[src/rtl/bcd2bin_pkg.sv]
// Shared definitions for the BCD-to-binary converter.
//   state_t      : controller states (IDLE / OP / DONE)
//   ADJ_THRESH   : digit value at which the reverse double-dabble correction applies
//   ADJ_OFFSET   : amount subtracted from a corrected digit
//   MAX_DIGIT    : largest legal BCD digit
//   digit_bad()  : flags a 4-bit digit that is not a legal BCD value
package bcd2bin_pkg;

   typedef enum logic [1:0] {
      IDLE = 2'b00,
      OP   = 2'b01,
      DONE = 2'b10
   } state_t;

   localparam logic [3:0] ADJ_THRESH = 4'd8;
   localparam logic [3:0] ADJ_OFFSET = 4'd3;
   localparam logic [3:0] MAX_DIGIT  = 4'd9;

   function automatic logic digit_bad(input logic [3:0] d);
      return (d > MAX_DIGIT);
   endfunction

endpackage

[src/rtl/bcd2bin_digit_adj.sv]
// Combinational per-digit correction cell for reverse double-dabble.
//   i_digit : digit after the right shift
//   o_digit : i_digit - 3 when i_digit >= 8, otherwise i_digit unchanged
module bcd_digit_adj
   import bcd2bin_pkg::*;
(
   input  logic [3:0] i_digit,
   output logic [3:0] o_digit
);

   always_comb begin
      o_digit = i_digit;
      if (i_digit >= ADJ_THRESH) begin
         o_digit = i_digit - ADJ_OFFSET;
      end
   end

endmodule

[src/rtl/bcd2bin.sv]
// Sequential BCD-to-binary converter (reverse double-dabble), one shift per clock.
// Result is sign-magnitude; magnitude saturates on overflow, clears on illegal digits.
//   clk       : system clock
//   reset     : synchronous, active-high
//   start     : request a conversion, sampled only while ready=1
//   sign      : input sign, 1 = negative
//   bcd       : packed BCD digits, digit 0 at bits [3:0]
//   ready     : high in IDLE
//   done_tick : one-cycle pulse in the cycle bin/err/ovf take their new value
//   bin       : {sign, magnitude}, held until the next conversion completes
//   err       : last conversion contained a digit above 9
//   ovf       : last magnitude did not fit in BIN_N-1 bits
module bcd2bin
   import bcd2bin_pkg::*;
#(
   parameter int BCD_N = 4,
   parameter int BIN_N = 14
)(
   input  logic                 clk,
   input  logic                 reset,
   input  logic                 start,
   input  logic                 sign,
   input  logic [4*BCD_N-1:0]   bcd,
   output logic                 ready,
   output logic                 done_tick,
   output logic [BIN_N-1:0]     bin,
   output logic                 err,
   output logic                 ovf
);

   localparam int W   = 4 * BCD_N;
   localparam int MAG = BIN_N - 1;
   localparam int CW  = $clog2(W + 1);
   // 2^MAG held one bit wider than acc so MAG == W still compares correctly
   localparam logic [W:0] LIM = {{W{1'b0}}, 1'b1} << MAG;

   state_t           r_state;
   state_t           w_state_next;

   logic [W-1:0]     r_bcd;
   logic [W-1:0]     r_acc;
   logic [CW-1:0]    r_n;
   logic             r_sign;
   logic             r_err_in;
   logic [BIN_N-1:0] r_bin;
   logic             r_err;
   logic             r_ovf;

   logic [W-1:0]     w_bcd_sh;
   logic [W-1:0]     w_bcd_adj;
   logic [W-1:0]     w_acc_sh;
   logic             w_bad_in;
   logic             w_last;
   logic             w_ovf_det;
   logic [MAG-1:0]   w_mag;
   logic [BIN_N-1:0] w_bin_fin;

   // Shift {bcd, acc} right by one; bcd LSB feeds acc MSB
   assign w_bcd_sh = {1'b0, r_bcd[W-1:1]};
   assign w_acc_sh = {r_bcd[0], r_acc[W-1:1]};

   for (genvar g = 0; g < BCD_N; g++) begin : g_adj
      bcd_digit_adj u_adj (
         .i_digit (w_bcd_sh[4*g +: 4]),
         .o_digit (w_bcd_adj[4*g +: 4])
      );
   end

   always_comb begin
      w_bad_in = 1'b0;
      for (int unsigned i = 0; i < BCD_N; i++) begin
         if (digit_bad(bcd[4*i +: 4])) begin
            w_bad_in = 1'b1;
         end
      end
   end

   // Final result is formed from the last shifted acc so it lands together with DONE
   assign w_last    = (r_state == OP) && (r_n == CW'(1));
   assign w_ovf_det = ({1'b0, w_acc_sh} >= LIM);

   always_comb begin
      w_mag = w_acc_sh[MAG-1:0];
      if (r_err_in) begin
         w_mag = '0;
      end else if (w_ovf_det) begin
         w_mag = '1;
      end
   end

   // Negative zero is reported as +0
   assign w_bin_fin = {r_sign & (|w_mag), w_mag};

   // State register
   always_ff @(posedge clk) begin
      if (reset) begin
         r_state <= IDLE;
      end else begin
         r_state <= w_state_next;
      end
   end

   // Next-state logic
   always_comb begin
      w_state_next = r_state;
      case (r_state)
         IDLE:    if (start) w_state_next = OP;
         OP:      if (r_n == CW'(1)) w_state_next = DONE;
         DONE:    w_state_next = IDLE;
         default: w_state_next = IDLE;
      endcase
   end

   // FSM outputs
   always_comb begin
      ready     = 1'b0;
      done_tick = 1'b0;
      case (r_state)
         IDLE:    ready     = 1'b1;
         DONE:    done_tick = 1'b1;
         default: ;
      endcase
   end

   // Datapath
   always_ff @(posedge clk) begin
      if (reset) begin
         r_bcd    <= '0;
         r_acc    <= '0;
         r_n      <= '0;
         r_sign   <= 1'b0;
         r_err_in <= 1'b0;
         r_bin    <= '0;
         r_err    <= 1'b0;
         r_ovf    <= 1'b0;
      end else begin
         case (r_state)
            IDLE: begin
               if (start) begin
                  r_bcd    <= bcd;
                  r_sign   <= sign;
                  r_acc    <= '0;
                  r_n      <= CW'(W);
                  r_err_in <= w_bad_in;
               end
            end
            OP: begin
               r_bcd <= w_bcd_adj;
               r_acc <= w_acc_sh;
               r_n   <= r_n - CW'(1);
               if (w_last) begin
                  r_bin <= w_bin_fin;
                  r_err <= r_err_in;
                  r_ovf <= ~r_err_in & w_ovf_det;
               end
            end
            default: ;
         endcase
      end
   end

   assign bin = r_bin;
   assign err = r_err;
   assign ovf = r_ovf;

endmodule
[config.mk]
export PLATFORM = sky130hd
export DESIGN_NAME = bcd2bin
export DESIGN_NICKNAME = d
export VERILOG_FILES = /design/src/rtl/bcd2bin_pkg.sv /design/src/rtl/bcd2bin_digit_adj.sv /design/src/rtl/bcd2bin.sv
export SDC_FILE = /design/constraint.sdc
export NUM_CORES = 1
export LEC_CHECK = 0
export ABC_AREA = 1
export CAP_MARGIN = 20
export CORE_MARGIN = 4
export CORE_UTILIZATION = 40
export CTS_BUF_LIST = sky130_fd_sc_hd__clkbuf_4 sky130_fd_sc_hd__clkbuf_8
export CTS_CLUSTER_DIAMETER = 50
export DETAILED_ROUTE_END_ITERATION = 10
export PLACE_DENSITY_LB_ADDON = 0.25
export SETUP_SLACK_MARGIN = 0.5
export SKIP_CTS_REPAIR_TIMING = 1
export SLEW_MARGIN = 20
export SYNTH_ARGS = -nofsm -noshare
export SYNTH_HDL_FRONTEND = slang
export SYNTH_SLANG_ARGS = --single-unit
[constraint.sdc]
create_clock -name clk -period 1.4 [get_ports clk]
set_input_delay 0.28 -clock clk [delete_from_list [all_inputs] [get_ports clk]]
set_output_delay 0.28 -clock clk [all_outputs]
set_load 0.1 [all_outputs]
==> summary.md, run 1 <==
| Metric | Value |
|---|---|
| Status | finished with violations |
| Failing checks | negative setup slack |
| Post-Syn Area per Cell | 7.51 sq um |
| Area grow syn2layout | 61.5% |
| Setup crit end kind | register |
| RSZ-0062 raised after global routing | true |
| Final Net Count | 436 |
| Core Region | 6030 sq um |
| Initial drt markers | 149 |
| Critical path class | register to register |
| Total vias in the final route | 2520 |
| Die area | 7690 sq um |
| Final GP Congestion | 0.784 |
| Die height | 87.7 um |
| Largest net degree at the start of global routing | 27 |
| Layout cells sized above 1 | 0.433 |
| Dpl hpwl | 4200 um |
| Critical Path RT | 1.65 ns |
| Fin util | 0.680 |
| Max Clock Freq | 0.694 GHz |
| Syn nets | 366 |
| R2R Setup Slk | -0.04 ns |
| HP Class | register to register |
| Ant. Diodes | 0 |
| EDFF count, synth | 0 |
| Minimum clock period | 1.44 ns |
| Yosys cell types | 33 |
| Via density | 5.21 |
| Reg-to-Reg End | bin[10]$_SDFFE_PP0P_ |
| Tcrit/Tclk final | 1.03 |
| Leak | 1.71 nW |
| CTS tree | yes |
| Peak supply drop | 0.586 mV |
| Initial antenna violation count | 0 |
| Site Rows | 28 |
| Grt total ovfl | 0 |
| Hold EP | r_n[1]$_SDFFE_PP0P_ |
| CTS clk-pin slew, worst paths | 0.10 ns |
| Clk_lat worst skew | 0.33 ns |
| Wirelength per Cell | 15.3 um |
| CP arrival | 1.69 ns |
| Worst Skew | 0.0123 ns |
| H-tree Lvls | 2 |
| Crit path cell chain | inv_2, ha_4, nand4_1, nor2_4, buf_4, buf_6, o21ai_1, a31oi_1 |
| PD cells | 939 nW/um^2 |
| Cts bufs inserted | 5 |
| Final wirelength | 7410 um |
| Gr usage total | 0.159 |
| Yosys reg bits | 56 |
| Hold Startpoint | r_n[1]$_SDFFE_PP0P_ |
| CP max FO | 6 |
| Initial Util | 0.421 |
| Fin. Hold Viols | 0 |
| Slew Limit Fails | 0 |
| CP max stage delay | 0.34 ns |
| Antenna viol nets, final | 0 |
| Synth warn | 0 |
| Clock root buffer | clkbuf_8 |
| First-pass GRT wire length | 9640 um |
| R2R cell count | 8 |
| IO buf count | 37 |
| Post-synthesis sequential area ratio | 0.442 |
| DR DRC count | 0 |
| Clk sink count | 56 |
| Synth Cell Area | 2540 sq um |
| Reg-to-Reg Start | r_n[1]$_SDFFE_PP0P_ |
| Clk buf depth | 2 |
| Setup WS post-layout | -0.0400 ns |
| Final total power | 3.85 mW |
| Vias in the first global route | 2110 |
| Async SR Flop Fraction | 0 |
| Die W | 87.7 um |
| Startpoint Class | register |
| Top_reg_cell synth | dfxtp_1 |
| Slew @ Worst Pin | 0.424 ns |
| Syn Inst Count | 338 |
| IO Pins | 38 |
| # setup viols final | 15 |
| CP max-delay cell | dfxtp_2 |
| Relative slew slack | 0.717 |
| Cell count of the worst hold path | 2 |
| TritonRoute pass-1 iters | 4 |
| Maximum Capacitance Violations | 0 |
[worst max-delay path, delay by kind of cell, from the launching register on]
kind	cells	cell delay [ns]
and+or+nand+nor	2	0.41
DFF	1	0.34
buffers and inverters	3	0.33
AOI/OAI and AO/OA	2	0.19
adders and majority gates	1	0.11
[cells in the final DEF, fill, tap and decap left out, types with 2 or more instances in the layout]
| cell | Yosys | layout |
|---|---|---|
| dfxtp_4 | 0 | 18 |
| nand4_1 | 2 | 2 |
| nand3_2 | 0 | 2 |
| ha_1 | 8 | 7 |
| a21oi_1 | 39 | 21 |
| buf_6 | 1 | 11 |
| buf_12 | 0 | 21 |
| dfxtp_1 | 56 | 31 |
| o21ai_0 | 32 | 22 |
| o21ai_1 | 6 | 7 |
| nor2_4 | 1 | 5 |
| buf_4 | 2 | 20 |
| o211ai_2 | 3 | 3 |
| clkinv_4 | 0 | 2 |
| o21ai_2 | 0 | 8 |
| dfxtp_2 | 0 | 7 |
| nand2_4 | 1 | 16 |
| nand2_2 | 1 | 7 |
| a21oi_2 | 1 | 18 |
| a22oi_2 | 0 | 2 |
| clkdlybuf4s50_1 | 0 | 19 |
| inv_2 | 3 | 7 |
| nand2_1 | 81 | 60 |
| o221ai_2 | 3 | 4 |
| buf_8 | 0 | 2 |
| inv_8 | 0 | 2 |
| nand3_1 | 13 | 11 |
| buf_2 | 8 | 2 |
| nor2_1 | 14 | 11 |
| clkbuf_16 | 0 | 4 |
| clkbuf_8 | 0 | 5 |
| a31oi_1 | 10 | 9 |
| inv_1 | 34 | 29 |
[report_power, final]
group          switching [mW]  internal, mW
clock network           0.568         0.360
registers              0.0774          1.66
logic                   0.659         0.524
[cell usage after synthesis (2+ instances only)]
cell,number,area share
nand2_1,81,0.12
dfxtp_1,56,0.44
a21oi_1,39,0.077
o21ai_0,32,0.063
nor2_1,14,0.021
a22oi_1,2,0.0059
nand3_1,13,0.026
buf_2,8,0.016
inv_1,34,0.050
o21ai_1,6,0.012
inv_2,3,0.0044
clkbuf_1,6,0.0089
buf_4,2,0.0059
o221ai_2,3,0.018
ha_1,8,0.039
nand4_1,2,0.0049
nor2_2,2,0.0049
a31oi_1,10,0.025
o211ai_2,3,0.015
[layout make-up]
| cell class | instances | area [sq um] |
|---|---|---|
| multi-input cells | 226 | 1520 |
| clock buffers | 5 | 68.8 |
| flip-flops and latches | 56 | 1200 |
| fillers | 459 | 1930 |
| repair buffers | 79 | 1020 |
| inverters | 39 | 161 |
| repair inverters | 1 | 11.3 |
| clock inverters | 3 | 22.5 |
| well taps | 75 | 93.8 |
[how the worst max path moves through the flow]
stage / start / to / cells after the start
global placement: start / r_bcd[5]$_SDFFE_PP0P_ / 8
CTS: r_n[1]$_SDFFE_PP0P_ / bin[4]$_SDFFE_PP0P_ / 7
finish: r_n[1]$_SDFFE_PP0P_ / bin[10]$_SDFFE_PP0P_ / 8
global route: r_n[1]$_SDFFE_PP0P_ / bin[10]$_SDFFE_PP0P_ / 8
floorplan: r_state[1]$_SDFFE_PP0P_ / r_bcd[1]$_SDFFE_PP0P_ / 9
detailed placement: start / r_bcd[5]$_SDFFE_PP0P_ / 8
[state kept, by name (all words and copies together) (netlist names)]
signal	flops
r_sign	1
r_n	5
ovf	1
r_bcd	16
r_acc	15
r_err_in	1
r_state	2
bin	14
err	1
[routing by layer]
| metal | track usage | vias to the layer above | share of wire |
|---|---|---|---|
| met3 | 0.0395 | 17 | 0.053 |
| li1 | - | 1260 | - |
| met2 | 0.236 | 62 | 0.48 |
| met1 | 0.223 | 1181 | 0.44 |
| met5 | 0 | - | 0 |
| met4 | 0.0614 | 0 | 0.026 |
[per-stage QoR]
step	worst slack (ns)	TNS, ns	cell area (sq um)	std cells	hold slack [ns]
after global placement	-0.142	-0.875	3340	449	0.449
after detailed placement	-0.161	-1.29	3340	449	0.451
after global routing	-0.114	-1.60	4100	484	0.494
final	-0.0400	-0.292	4100	484	0.474
after CTS	-0.0243	-0.125	3430	457	0.467
after floorplan	-0.296	-6.82	2640	338	0.427
[cell families (layout without fill, tap and decap cells)]
logic type,count (synthesis),count (layout),share of synthesized area
AO/OA/AOI/OAI,101,101,0.234
adder cells (fa/ha/maj),8,8,0.0394
buffers and inverters,56,127,0.0936
flip-flops,56,56,0.442
AND/OR/NAND/NOR,117,117,0.192
Power figures use the tool's default switching activity.
==> run 2, diff against run 1 <==
--- a/config.mk
+++ b/config.mk
@@ -18,4 +18,5 @@
 export SLEW_MARGIN = 20
 export SYNTH_ARGS = -nofsm -noshare
 export SYNTH_HDL_FRONTEND = slang
+export SYNTH_HIERARCHICAL = 1
 export SYNTH_SLANG_ARGS = --single-unit
==> run 2 against run 1 <==
  * The flow now finishes without violations
  * Fmax rose by 7.7%
  * Worst setup slack improved by 0.10 ns
  * Combinational power rose by 40%
==> summary.md, run 2 <==
| Metric | Value |
|---|---|
| Die W | 90.1 um |
| Dpl hpwl | 4370 um |
| DR DRC count | 0 |
| Switching portion of total power | 0.377 |
| Final total power | 4.44 mW |
| Status | finished clean |
| Most common cell in the synthesized netlist | nand2_1 |
| Logic gate share of total power | 0.371 |
| Initial drt markers | 120 |
| Final Net Count | 438 |
| CTS clk-pin slew, worst paths | 0.11 ns |
| RSZ-0062 raised after global routing | true |
| Total vias in the final route | 2549 |
| Clock power frac | 0.212 |
| PD cells | 1060 nW/um^2 |
| Critical Path RT | 1.12 ns |
| Site Rows | 29 |
| Via density | 5.24 |
| Syn Inst Count | 337 |
| CTS tree | yes |
| Setup WS post-layout | 0.0626 ns |
| Placed instance count | 456 |
| Switching pwr | 1.68 mW |
| Fin. Hold Viols | 0 |
| Die height | 90.1 um |
| Biggest register | r_bcd |
| Fillers | 505 |
| Largest net degree at the start of global routing | 26 |
| Synth area leader | dfxtp_1 |
| Initial antenna violation count | 0 |
| IO buf count | 37 |
| Final std cell area, no fill | 4210 sq um |
| Reg power frac | 0.418 |
| Synth top area cells | dfxtp_1, nand2_1, inv_1 |
| Most frequent cells in the layout | nand2_1, inv_1, dfxtp_1, buf_4, buf_12 |
| Vias in the first global route | 2253 |
| Layout cells sized above 1 | 0.394 |
| Finished Layout Cells | 486 |
| Storage element area | 1210 sq um |
| IO Pins | 38 |
| H-tree Lvls | 2 |
| Peak supply drop | 0.530 mV |
| Cts bufs inserted | 5 |
| TritonRoute pass-1 iters | 5 |
| Clk buf depth | 2 |
| Top_reg_cell synth | dfxtp_1 |
| Placed cell areas | 3480 sq um |
| Synth Cell Area | 2700 sq um |
| Critical path class | register to output pin |
| Grt total ovfl | 0 |
| Gr usage total | 0.153 |
| Max Clock Freq | 0.748 GHz |
| Synth warn | 6 |
| CP max FO | 2 |
| Die area | 8120 sq um |
| Ant. Diodes | 0 |
| Clk sink count | 56 |
| Startpoint Class | register |
| Dpl ws | -0.131 ns |
| Most common cell after layout, fill and taps aside | nand2_1 |
| Yosys cell types | 32 |
| CP arrival | 1.06 ns |
| Area grow syn2layout | 56.1% |
| Final GP Congestion | 0.834 |
| HP Class | register to register |
| Commonest cells post-synth | nand2_1, dfxtp_1, inv_1, o21ai_0, a21oi_1 |
| Clock root buffer | clkbuf_8 |
| Minimum clock period | 1.34 ns |
| Final wirelength | 7470 um |
| Area fraction of the dominant cell type after synthesis | 0.416 |
| Worst Skew | 0.0157 ns |
| # setup viols final | 0 |
| Wirelength per Cell | 15.4 um |
| Post-synthesis sequential area ratio | 0.416 |
| Antenna viol nets, final | 0 |
| Tcrit/Tclk final | 0.955 |
| First-pass GRT wire length | 10400 um |
| Leak | 1.62 nW |
| Setup crit end kind | output pin |
| Cell Int Power | 2.77 mW |
| Post-Syn Area per Cell | 8.00 sq um |
| Yosys reg bits | 56 |
| Initial Util | 0.417 |
| Max reg flops | 16 |
| Clk_lat worst skew | 0.32 ns |
| EDFF count, synth | 0 |
| Area of the multi-input gates | 1610 sq um |
| Slew Limit Fails | 0 |
| Maximum Capacitance Violations | 0 |
| Async SR Flop Fraction | 0 |
| Core Region | 6460 sq um |
## run 2: cell count changes in the layout (fill, tap and decap cells not counted), moves of 6 or more
| cell | delta |
|---|---|
| inv_1 | +7 |
| a31oi_1 | +6 |
| a21oi_1 | -11 |
| o32ai_2 | +14 |
| nand2_4 | -10 |
| a21oi_2 | -8 |
| buf_6 | -9 |
| o21ai_1 | +7 |
| conb_1 | +6 |
## run 2: final cells by class
type | instances | area share
Timing Repair Buffer | 73 | 0.226
Timing Repair inverter | 2 | 0.00535
Clock inverter | 3 | 0.00595
Sequential cell | 56 | 0.287
Clock buffer | 5 | 0.0163
Multi-Input combinational cell | 221 | 0.383
Tap cell | 77 | 0.0229
Inverter | 49 | 0.0538
## run 2: kinds of logic (layout without fill, tap and decap cells)
logic type      count (synthesis)  after routing  synth area share
flops                          56             56             0.416
simple gates                  100            100             0.175
buf+inv                        65            132             0.115
compound gates                101            101             0.233
other cells                     1              6           0.00139
xor+xnor                        4              4            0.0130
fa+ha+maj                      10             10            0.0464
## run 2: routing by layer
layer / up-vias / global-route usage / routed length (um)
met5: - / 0 / 0
met4: 0 / 0.0510 / 123
met1: 1177 / 0.199 / 3190
met3: 16 / 0.0301 / 377
li1: 1275 / - / -
met2: 81 / 0.254 / 3780
## run 2: power groups by stage
stage	registers, mW	logic, mW	clock network [mW]
after CTS	1.83	1.19	0.951
final	1.86	1.65	0.940
after detailed placement	1.87	1.18	0
after global routing	1.88	1.75	1.01
after floorplan	2.01	0.678	0
after global placement	1.87	1.16	0
## run 2: critical path: stages (launching register included)
cell and delay [ns]:
dfxtp_4 0.38, nor2_4 0.17, buf_12 0.19
## run 2: stage by stage
step           setup TNS, ns   util  hold slack (ns)
4_1_cts                    0  0.554            0.464
2_1_floorplan          -2.84      -            0.427
5_1_grt                    0  0.652            0.492
6_report                   0  0.652            0.467
3_3_place_gp           -1.16  0.540            0.442
3_5_place_dp           -1.46  0.540            0.451
## run 2: path summary, 6_finish.rpt
kind,startpoint,slack (ns),cells past startpoint,end
worst max-delay path,r_state[1]$_SDFFE_PP0P_,0.06,2,ready
worst min-delay path,r_sign$_SDFFE_PP0P_,0.47,2,bin[13]$_SDFFE_PP0P_
worst max register to register,r_n[1]$_SDFFE_PP0P_,0.07,8,bin[12]$_SDFFE_PP0P_
worst min register to register,r_sign$_SDFFE_PP0P_,0.47,2,bin[13]$_SDFFE_PP0P_
